<file path="src/rtl/dispatch_queue_pkg.sv">
// Shared opcode encodings, unit classes and operand-form types
// for the in-order dispatch queue.
package dispatch_queue_pkg;

  localparam int TAG_W_DEF = 5;
  localparam int OP_W_DEF  = 6;

  localparam logic [5:0] OP_ADD   = 6'h01;
  localparam logic [5:0] OP_SUB   = 6'h02;
  localparam logic [5:0] OP_ADDI  = 6'h03;
  localparam logic [5:0] OP_ORI   = 6'h04;
  localparam logic [5:0] OP_LW    = 6'h05;
  localparam logic [5:0] OP_SW    = 6'h06;
  localparam logic [5:0] OP_BEQ   = 6'h07;
  localparam logic [5:0] OP_BNE   = 6'h08;
  localparam logic [5:0] OP_JAL   = 6'h09;
  localparam logic [5:0] OP_JALR  = 6'h0a;
  localparam logic [5:0] OP_LUI   = 6'h0b;
  localparam logic [5:0] OP_AUIPC = 6'h0c;

  typedef enum logic [1:0] {
    UNIT_DROP,
    UNIT_RS,
    UNIT_LSB
  } unit_e;

  typedef enum logic [1:0] {
    SRC1_RF,
    SRC1_PC,
    SRC1_ZERO
  } src1_e;

  typedef enum logic [1:0] {
    SRC2_RF,
    SRC2_IMM,
    SRC2_FOUR
  } src2_e;

  typedef struct packed {
    unit_e unit;
    src1_e src1;
    src2_e src2;
    logic  wr_rd;
  } opcls_t;

  function automatic opcls_t mk_cls(
    input unit_e u,
    input src1_e s1,
    input src2_e s2,
    input logic  w
  );
    opcls_t c;
    c.unit  = u;
    c.src1  = s1;
    c.src2  = s2;
    c.wr_rd = w;
    return c;
  endfunction

endpackage

</file>
<file path="src/rtl/dispatch_queue_op_classify.sv">
// Head-of-queue decode: target unit, operand sources and
// whether the instruction renames its destination register.
module op_classify
  import dispatch_queue_pkg::*;
#(
  parameter int OP_W = OP_W_DEF
) (
  input  logic [OP_W-1:0] op_i,
  output opcls_t          cls_o
);

  always_comb begin
    cls_o = mk_cls(UNIT_DROP, SRC1_RF, SRC2_RF, 1'b0);
    unique case (1'b1)
      (op_i == OP_W'(OP_ADD)),
      (op_i == OP_W'(OP_SUB)):
        cls_o = mk_cls(UNIT_RS, SRC1_RF, SRC2_RF, 1'b1);
      (op_i == OP_W'(OP_ADDI)),
      (op_i == OP_W'(OP_ORI)),
      (op_i == OP_W'(OP_JALR)):
        cls_o = mk_cls(UNIT_RS, SRC1_RF, SRC2_IMM, 1'b1);
      (op_i == OP_W'(OP_BEQ)),
      (op_i == OP_W'(OP_BNE)):
        cls_o = mk_cls(UNIT_RS, SRC1_RF, SRC2_RF, 1'b0);
      (op_i == OP_W'(OP_JAL)):
        cls_o = mk_cls(UNIT_RS, SRC1_PC, SRC2_FOUR, 1'b1);
      (op_i == OP_W'(OP_LUI)):
        cls_o = mk_cls(UNIT_RS, SRC1_ZERO, SRC2_IMM, 1'b1);
      (op_i == OP_W'(OP_AUIPC)):
        cls_o = mk_cls(UNIT_RS, SRC1_PC, SRC2_IMM, 1'b1);
      (op_i == OP_W'(OP_LW)):
        cls_o = mk_cls(UNIT_LSB, SRC1_RF, SRC2_IMM, 1'b1);
      (op_i == OP_W'(OP_SW)):
        cls_o = mk_cls(UNIT_LSB, SRC1_RF, SRC2_RF, 1'b0);
      default: ;
    endcase
  end

endmodule

</file>
<file path="src/rtl/dispatch_queue.sv">
// In-order decoded-instruction queue feeding the ROB, RS and
// LSB, with register renaming and CDB operand snooping.
module dispatch_queue
  import dispatch_queue_pkg::*;
#(
  parameter int DEPTH   = 4,
  parameter int TAG_W   = TAG_W_DEF,
  parameter int NUM_CDB = 2,
  parameter int OP_W    = OP_W_DEF
) (
  input  logic                   clk_in,
  input  logic                   rst_in,
  input  logic                   rdy_in,
  input  logic                   clear,
  input  logic                   id_valid,
  output logic                   id_ready,
  input  logic [OP_W-1:0]        id_op,
  input  logic [4:0]             id_rs1,
  input  logic [4:0]             id_rs2,
  input  logic [4:0]             id_rd,
  input  logic [31:0]            id_imm,
  input  logic [31:0]            id_pc,
  output logic [4:0]             rf_rs1_addr,
  output logic [4:0]             rf_rs2_addr,
  input  logic                   rf_busy1,
  input  logic                   rf_busy2,
  input  logic [TAG_W-1:0]       rf_tag1,
  input  logic [TAG_W-1:0]       rf_tag2,
  input  logic [31:0]            rf_data1,
  input  logic [31:0]            rf_data2,
  output logic                   rf_rename_en,
  output logic [4:0]             rf_rename_addr,
  output logic [TAG_W-1:0]       rf_rename_tag,
  input  logic                   rob_ready,
  input  logic [TAG_W-1:0]       rob_free_tag,
  output logic                   rob_valid,
  output logic [OP_W-1:0]        rob_op,
  output logic [31:0]            rob_pc,
  output logic [31:0]            rob_imm,
  output logic [4:0]             rob_rd,
  input  logic [NUM_CDB-1:0]     cdb_valid,
  input  logic [NUM_CDB*TAG_W-1:0] cdb_tag,
  input  logic [NUM_CDB*32-1:0]  cdb_data,
  input  logic                   rs_ready,
  input  logic                   lsb_ready,
  output logic                   rs_valid,
  output logic                   lsb_valid,
  output logic [OP_W-1:0]        ex_op,
  output logic                   ex_busy1,
  output logic                   ex_busy2,
  output logic [TAG_W-1:0]       ex_tag1,
  output logic [TAG_W-1:0]       ex_tag2,
  output logic [31:0]            ex_data1,
  output logic [31:0]            ex_data2,
  output logic [31:0]            ex_imm,
  output logic [TAG_W-1:0]       ex_dest
);

  localparam int PW = $clog2(DEPTH);
  localparam int CW = PW + 1;

  typedef struct packed {
    logic [OP_W-1:0] op;
    logic [4:0]      rs1;
    logic [4:0]      rs2;
    logic [4:0]      rd;
    logic [31:0]     imm;
    logic [31:0]     pc;
  } ent_t;

  typedef struct packed {
    logic             rob_v;
    logic             rs_v;
    logic             lsb_v;
    logic [OP_W-1:0]  op;
    logic [31:0]      pc;
    logic [31:0]      imm;
    logic [4:0]       rd;
    logic             busy1;
    logic             busy2;
    logic [TAG_W-1:0] tag1;
    logic [TAG_W-1:0] tag2;
    logic [31:0]      data1;
    logic [31:0]      data2;
    logic [TAG_W-1:0] dest;
  } out_t;

  ent_t             mem_q [DEPTH];
  ent_t             mem_d [DEPTH];
  logic [PW-1:0]    wr_ptr_q, wr_ptr_d;
  logic [PW-1:0]    rd_ptr_q, rd_ptr_d;
  logic [CW-1:0]    cnt_q, cnt_d;
  out_t             out_q, out_d;

  ent_t             head;
  opcls_t           cls;
  logic             head_v, unit_rdy, go;
  logic             drop, disp, enq;
  logic             b1, b2, hit1, hit2;
  logic [TAG_W-1:0] t1, t2;
  logic [31:0]      d1, d2;

  assign head   = mem_q[rd_ptr_q];
  assign head_v = (cnt_q != '0);

  op_classify #(.OP_W(OP_W)) u_cls (
    .op_i  (head.op),
    .cls_o (cls)
  );

  assign unit_rdy = (cls.unit == UNIT_RS) ? rs_ready : lsb_ready;
  assign go       = head_v && rdy_in && !clear;
  // Unknown opcodes leave the queue without touching ROB or units.
  assign drop     = go && (cls.unit == UNIT_DROP);
  assign disp     = go && (cls.unit != UNIT_DROP)
                    && rob_ready && unit_rdy;
  assign id_ready = (cnt_q < CW'(DEPTH));
  assign enq      = id_valid && id_ready && rdy_in && !clear;

  assign rf_rs1_addr    = head.rs1;
  assign rf_rs2_addr    = head.rs2;
  assign rf_rename_en   = disp && cls.wr_rd && (head.rd != 5'd0);
  assign rf_rename_addr = head.rd;
  assign rf_rename_tag  = rob_free_tag;

  always_comb begin
    b1 = rf_busy1;
    t1 = rf_tag1;
    d1 = rf_data1;
    b2 = rf_busy2;
    t2 = rf_tag2;
    d2 = rf_data2;
    unique case (cls.src1)
      SRC1_PC:   begin b1 = 1'b0; d1 = head.pc; end
      SRC1_ZERO: begin b1 = 1'b0; d1 = '0;      end
      default: ;
    endcase
    unique case (cls.src2)
      SRC2_IMM:  begin b2 = 1'b0; d2 = head.imm; end
      SRC2_FOUR: begin b2 = 1'b0; d2 = 32'd4;    end
      default: ;
    endcase
    hit1 = 1'b0;
    hit2 = 1'b0;
    // Scan high to low so the lowest matching channel wins.
    for (int i = NUM_CDB - 1; i >= 0; i--) begin
      if (b1 && cdb_valid[i]
          && cdb_tag[i*TAG_W +: TAG_W] == t1) begin
        hit1 = 1'b1;
        d1   = cdb_data[i*32 +: 32];
      end
      if (b2 && cdb_valid[i]
          && cdb_tag[i*TAG_W +: TAG_W] == t2) begin
        hit2 = 1'b1;
        d2   = cdb_data[i*32 +: 32];
      end
    end
    if (hit1) b1 = 1'b0;
    if (hit2) b2 = 1'b0;
  end

  always_comb begin
    mem_d    = mem_q;
    wr_ptr_d = wr_ptr_q;
    rd_ptr_d = rd_ptr_q;
    cnt_d    = cnt_q;
    if (enq) begin
      mem_d[wr_ptr_q] = '{op: id_op, rs1: id_rs1,
                          rs2: id_rs2, rd: id_rd,
                          imm: id_imm, pc: id_pc};
    end
    if (clear) begin
      wr_ptr_d = '0;
      rd_ptr_d = '0;
      cnt_d    = '0;
    end else begin
      if (enq) wr_ptr_d = wr_ptr_q + PW'(1);
      if (drop || disp) rd_ptr_d = rd_ptr_q + PW'(1);
      cnt_d = cnt_q + CW'(enq) - CW'(drop || disp);
    end
  end

  always_comb begin
    out_d       = out_q;
    out_d.rob_v = disp;
    out_d.rs_v  = disp && (cls.unit == UNIT_RS);
    out_d.lsb_v = disp && (cls.unit == UNIT_LSB);
    if (disp) begin
      out_d.op    = head.op;
      out_d.pc    = head.pc;
      out_d.imm   = head.imm;
      out_d.rd    = head.rd;
      out_d.busy1 = b1;
      out_d.busy2 = b2;
      out_d.tag1  = t1;
      out_d.tag2  = t2;
      out_d.data1 = d1;
      out_d.data2 = d2;
      out_d.dest  = rob_free_tag;
    end
  end

  always_ff @(posedge clk_in or negedge rst_in) begin
    if (!rst_in) begin
      for (int i = 0; i < DEPTH; i++) mem_q[i] <= '0;
      wr_ptr_q <= '0;
      rd_ptr_q <= '0;
      cnt_q    <= '0;
      out_q    <= '0;
    end else begin
      mem_q    <= mem_d;
      wr_ptr_q <= wr_ptr_d;
      rd_ptr_q <= rd_ptr_d;
      cnt_q    <= cnt_d;
      out_q    <= out_d;
    end
  end

  assign rob_valid = out_q.rob_v;
  assign rob_op    = out_q.op;
  assign rob_pc    = out_q.pc;
  assign rob_imm   = out_q.imm;
  assign rob_rd    = out_q.rd;
  assign rs_valid  = out_q.rs_v;
  assign lsb_valid = out_q.lsb_v;
  assign ex_op     = out_q.op;
  assign ex_busy1  = out_q.busy1;
  assign ex_busy2  = out_q.busy2;
  assign ex_tag1   = out_q.tag1;
  assign ex_tag2   = out_q.tag2;
  assign ex_data1  = out_q.data1;
  assign ex_data2  = out_q.data2;
  assign ex_imm    = out_q.imm;
  assign ex_dest   = out_q.dest;

endmodule

</file>
<file path="config.mk">
export PLATFORM = sky130hd
export DESIGN_NAME = dispatch_queue
export DESIGN_NICKNAME = d
export VERILOG_FILES = /design/src/rtl/dispatch_queue_pkg.sv /design/src/rtl/dispatch_queue_op_classify.sv /design/src/rtl/dispatch_queue.sv
export SDC_FILE = /design/constraint.sdc
export NUM_CORES = 1
export LEC_CHECK = 0
export BUFFER_PORTS_ARGS = -buffer_cell sky130_fd_sc_hd__buf_4
export CAP_MARGIN = 10
export CORE_MARGIN = 1
export CORE_UTILIZATION = 50
export DETAILED_ROUTE_END_ITERATION = 7
export GPL_ROUTABILITY_DRIVEN = 0
export GPL_TIMING_DRIVEN = 0
export PLACE_DENSITY = 0.82
export SETUP_SLACK_MARGIN = 0.02
export SKIP_LAST_GASP = 1
export SLEW_MARGIN = 10
export SYNTH_ARGS = -nofsm -noshare
export SYNTH_HDL_FRONTEND = slang
export SYNTH_HIERARCHICAL = 1
export SYNTH_SLANG_ARGS = --single-unit
export TNS_END_PERCENT = 50
</file>
<file path="constraint.sdc">
create_clock -name clk_in -period 3.8 [get_ports clk_in]
set_input_delay 0.76 -clock clk_in [delete_from_list [all_inputs] [get_ports clk_in]]
set_output_delay 0.76 -clock clk_in [all_outputs]
set_load 0.01 [all_outputs]
</file>
==> run metrics <==
Die H=217 µm; r2r setup slk=-0.05 ns; antenna violations before repair=4; area of placed instances=27600 µm²; first-pass GRT wire length=116000 µm; max-cap check violation count=0; critical path class=flip-flop to output port; insertion delay to the later sink of the worst-skew pair=0.59 ns; core area=45600 µm²; # DRC=0; total wire length=80300 µm; Clock power frac=0.259; leakage=14.8 nW; Iter 0 DRT Violations=1751; Power Density=665 nW/µm²; design area=30100 µm²; nets=2588; CTS buffer count=51; Final Util=0.660; synth warn=6; Detailed Place HPWL=58600 µm; Least-Margin Pin Slew=1.17 ns; R2R cell count=17; synth-to-layout area growth=29.8%; launching point of the worst reg2reg path=rd_ptr_q[0]$_DFFE_PN0P_; Hold Fails Final Rpt=0; post-placement setup slack=-1.49 ns; sequential-to-total area share from yosys stat=0.547; Routed wire per std cell=27.0 µm; combinational share of power=0.355; GRT Resource Usage Total=0.336; TritonCTS Sinks=506; gr ovfl total=0; Gate Count Post-Synth=1770; violated checks=negative setup slack; Setup crit start kind=flip-flop; first-pass detailed-route iteration total=6; reg2reg end=cnt_q[2]$_DFF_PN0_; I/O Buffers=467; cts hold-fix bufs=0; clock root buffer=clkbuf_16; status=complete, but fails checks; peak supply drop=0.000397 V; number of global-route vias before repair=18400; CTS clk-pin slew, worst paths=0.06 ns; fin crit share=1.05; crit-path cells=buf_12, mux4_2, buf_6, o21ai_2, a31oi_2, a211oi_4, and4b_1, a31o_4, nand2_4, inv_4, o311a_1, buf_6; post-route ant nets=0; number of top-level pins=469; Mapped Nets=2030; crit-path max cell delay=0.56 ns; FF+latch count, synth=506; Distinct cells, synth=48; Worst EP arrival=3.24 ns; largest net degree at the start of global routing=120; dominant synthesized flop cell=dfrtp_1; die span in x=217 µm; Pins Over Slew Limit=0; CP max FO=8; Switch Pwr=0.00635 W; TritonCTS clock tree=yes; RSZ-0062 raised after global routing=true; Vias=18000; Slew headroom=0.205; most frequent cell on the critical path=buf_6; Async SR Flop Fraction=1.00; Tot Pwr=0.0200 W; Vias/cell=6.05; CP max-delay cell=mux4_2; Setup Viol. Count Final=14; Internal=0.0137 W; Net Sw Frac=0.317; Initial Util=0.508; skew final=0.0163 ns; Worst Hold Class=input port to asynchronous set/reset pin; Crit. End Element=output port; Post-synth EDFFs=0; Final min period=4.00 ns; Final WS setup=-0.205 ns; CTS Buffer Depth=3; mean area per synthesized cell=13.1 µm²; H-tree Lvls=2; Die Footprint=47200 µm²; part of the power in registers=0.386; num rows=78; fraction of layout cells with a size suffix above 1=0.510; FMAX=0.250 GHz; CP required=3.04 ns; synthesized cell area=23200 µm²
final cells by class:
cell class	count	area, µm²
plain buffers	177	1180
multi-input cells	1063	9640
repair buffers	514	4050
clock inverters	14	180
flip-flops and latches	506	12700
clock buffers	77	1540
inverters	15	58.8
well taps	600	751
diodes	5	12.5
fillers	3220	15500
logic make-up (layout without fill, tap and decap cells):
family                     count (synthesis)  in the layout  synth area share
muxes                                    427            427             0.249
AOI/OAI and AO/OA                        211            211            0.0715
buffers and inverters                    201            797            0.0479
xor gates and xnor gates                  26             26           0.00983
other                                      0              5                 0
DFF                                      506            506             0.547
adders and majority gates                 10             10           0.00573
and+or+nand+nor                          389            389            0.0697
critical path, delay by kind of cell (launching register included):
| family | cells | cell delay [ns] |
|---|---|---|
| buffers and inverters | 4 | 0.50 |
| and+or+nand+nor | 2 | 0.35 |
| DFF | 1 | 0.38 |
| AOI/OAI and AO/OA | 5 | 0.85 |
| muxes | 1 | 0.56 |
cells in the final DEF, fill, tap and decap left out, types with 11 or more instances in the layout:
cell / count
a221oi_1: 50
a221oi_2: 13
a22oi_1: 63
buf_2: 43
buf_4: 563
buf_6: 16
clkbuf_1: 39
clkbuf_16: 53
clkbuf_8: 19
dfrtp_1: 505
inv_1: 11
mux2_2: 340
mux4_2: 85
nand2_1: 281
nor2_1: 72
o31ai_1: 63
xnor2_1: 18
synthesized netlist by cell type, types with 3 or more instances:
cell      number  area share
dfrtp_1      506        0.55
mux2_2       340        0.17
nand2_1      282       0.046
mux4_2        85       0.083
nor2_1        75       0.012
a221oi_1      65       0.025
buf_4         64       0.021
a22oi_1       63       0.020
o31ai_1       63       0.020
buf_2         61       0.013
clkbuf_1      49      0.0079
xnor2_1       18      0.0068
inv_1         15      0.0024
ha_1           9      0.0049
xor2_1         8      0.0030
buf_1          6     0.00097
buf_6          5      0.0024
a21oi_1        4     0.00086
nand3_1        4     0.00086
nand4_1        3     0.00081
nor2b_1        3     0.00081
nor3_1         3     0.00065
nor4_2         3      0.0016
o211ai_1       3     0.00097
worst max-delay path by stage:
| stage | from | end | slack (ns) | cells after the start |
|---|---|---|---|---|
| 6_report | rd_ptr_q[0]$_DFFE_PN0P_ | rf_rename_en | -0.20 | 12 |
| 5_1_grt | rd_ptr_q[0]$_DFFE_PN0P_ | rf_rename_en | -0.25 | 12 |
| 4_1_cts | rd_ptr_q[0]$_DFFE_PN0P_ | rf_rename_en | -0.40 | 13 |
| 3_5_place_dp | rd_ptr_q[1]$_DFFE_PN0P_ | rf_rename_en | -1.49 | 14 |
| 3_3_place_gp | rst_in | ex_data2[10]$_DFFE_PN0P_ | -3.07 | 1 |
| 2_1_floorplan | rd_ptr_q[0]$_DFFE_PN0P_ | cnt_q[2]$_DFF_PN0_ | 0.02 | 18 |
stage by stage:
stage | hold slack [ns] | TNS (ns) | std cells
6_report | 0.146 | -0.368 | 2971
5_1_grt | 0.196 | -3.24 | 2970
4_1_cts | 0.159 | -0.965 | 2958
3_5_place_dp | 0.464 | -164.64 | 2841
3_3_place_gp | 0.462 | -1661.29 | 2837
2_1_floorplan | 0.464 | 0 | 1770
state kept, by name, indices dropped and copies added (netlist names), 6 cells and up:
name	flops
ex_op	6
ex_data1	32
rob_pc	32
ex_imm	32
mem_q	340
ex_data2	32
power groups by stage:
stage               registers (W)  logic (W)  clock network, W
floorplan                 0.00764    0.00399                 0
global placement          0.00762    0.00643                 0
detailed placement        0.00777    0.00662                 0
CTS                       0.00768    0.00695           0.00523
global route              0.00786    0.00749           0.00545
finish                    0.00772    0.00710           0.00518
per-layer routing:
layer	routed length, µm	vias to the layer above	track usage
met3	7300	249	0.0844
met1	30500	9264	0.426
li1	-	7495	-
met2	38400	978	0.534
met5	0	-	0
met4	4080	0	0.177
what timing repair did:
item / CTS / global route
cloned: 2 / 3
pin swaps: 11 / 12
buffers inserted: 28 / 10
resized for setup: 100 / 28
endpoints found under the hold margin: 0 / 0
endpoints found under the setup margin: 172 / 79
Power figures use the tool's default switching activity.
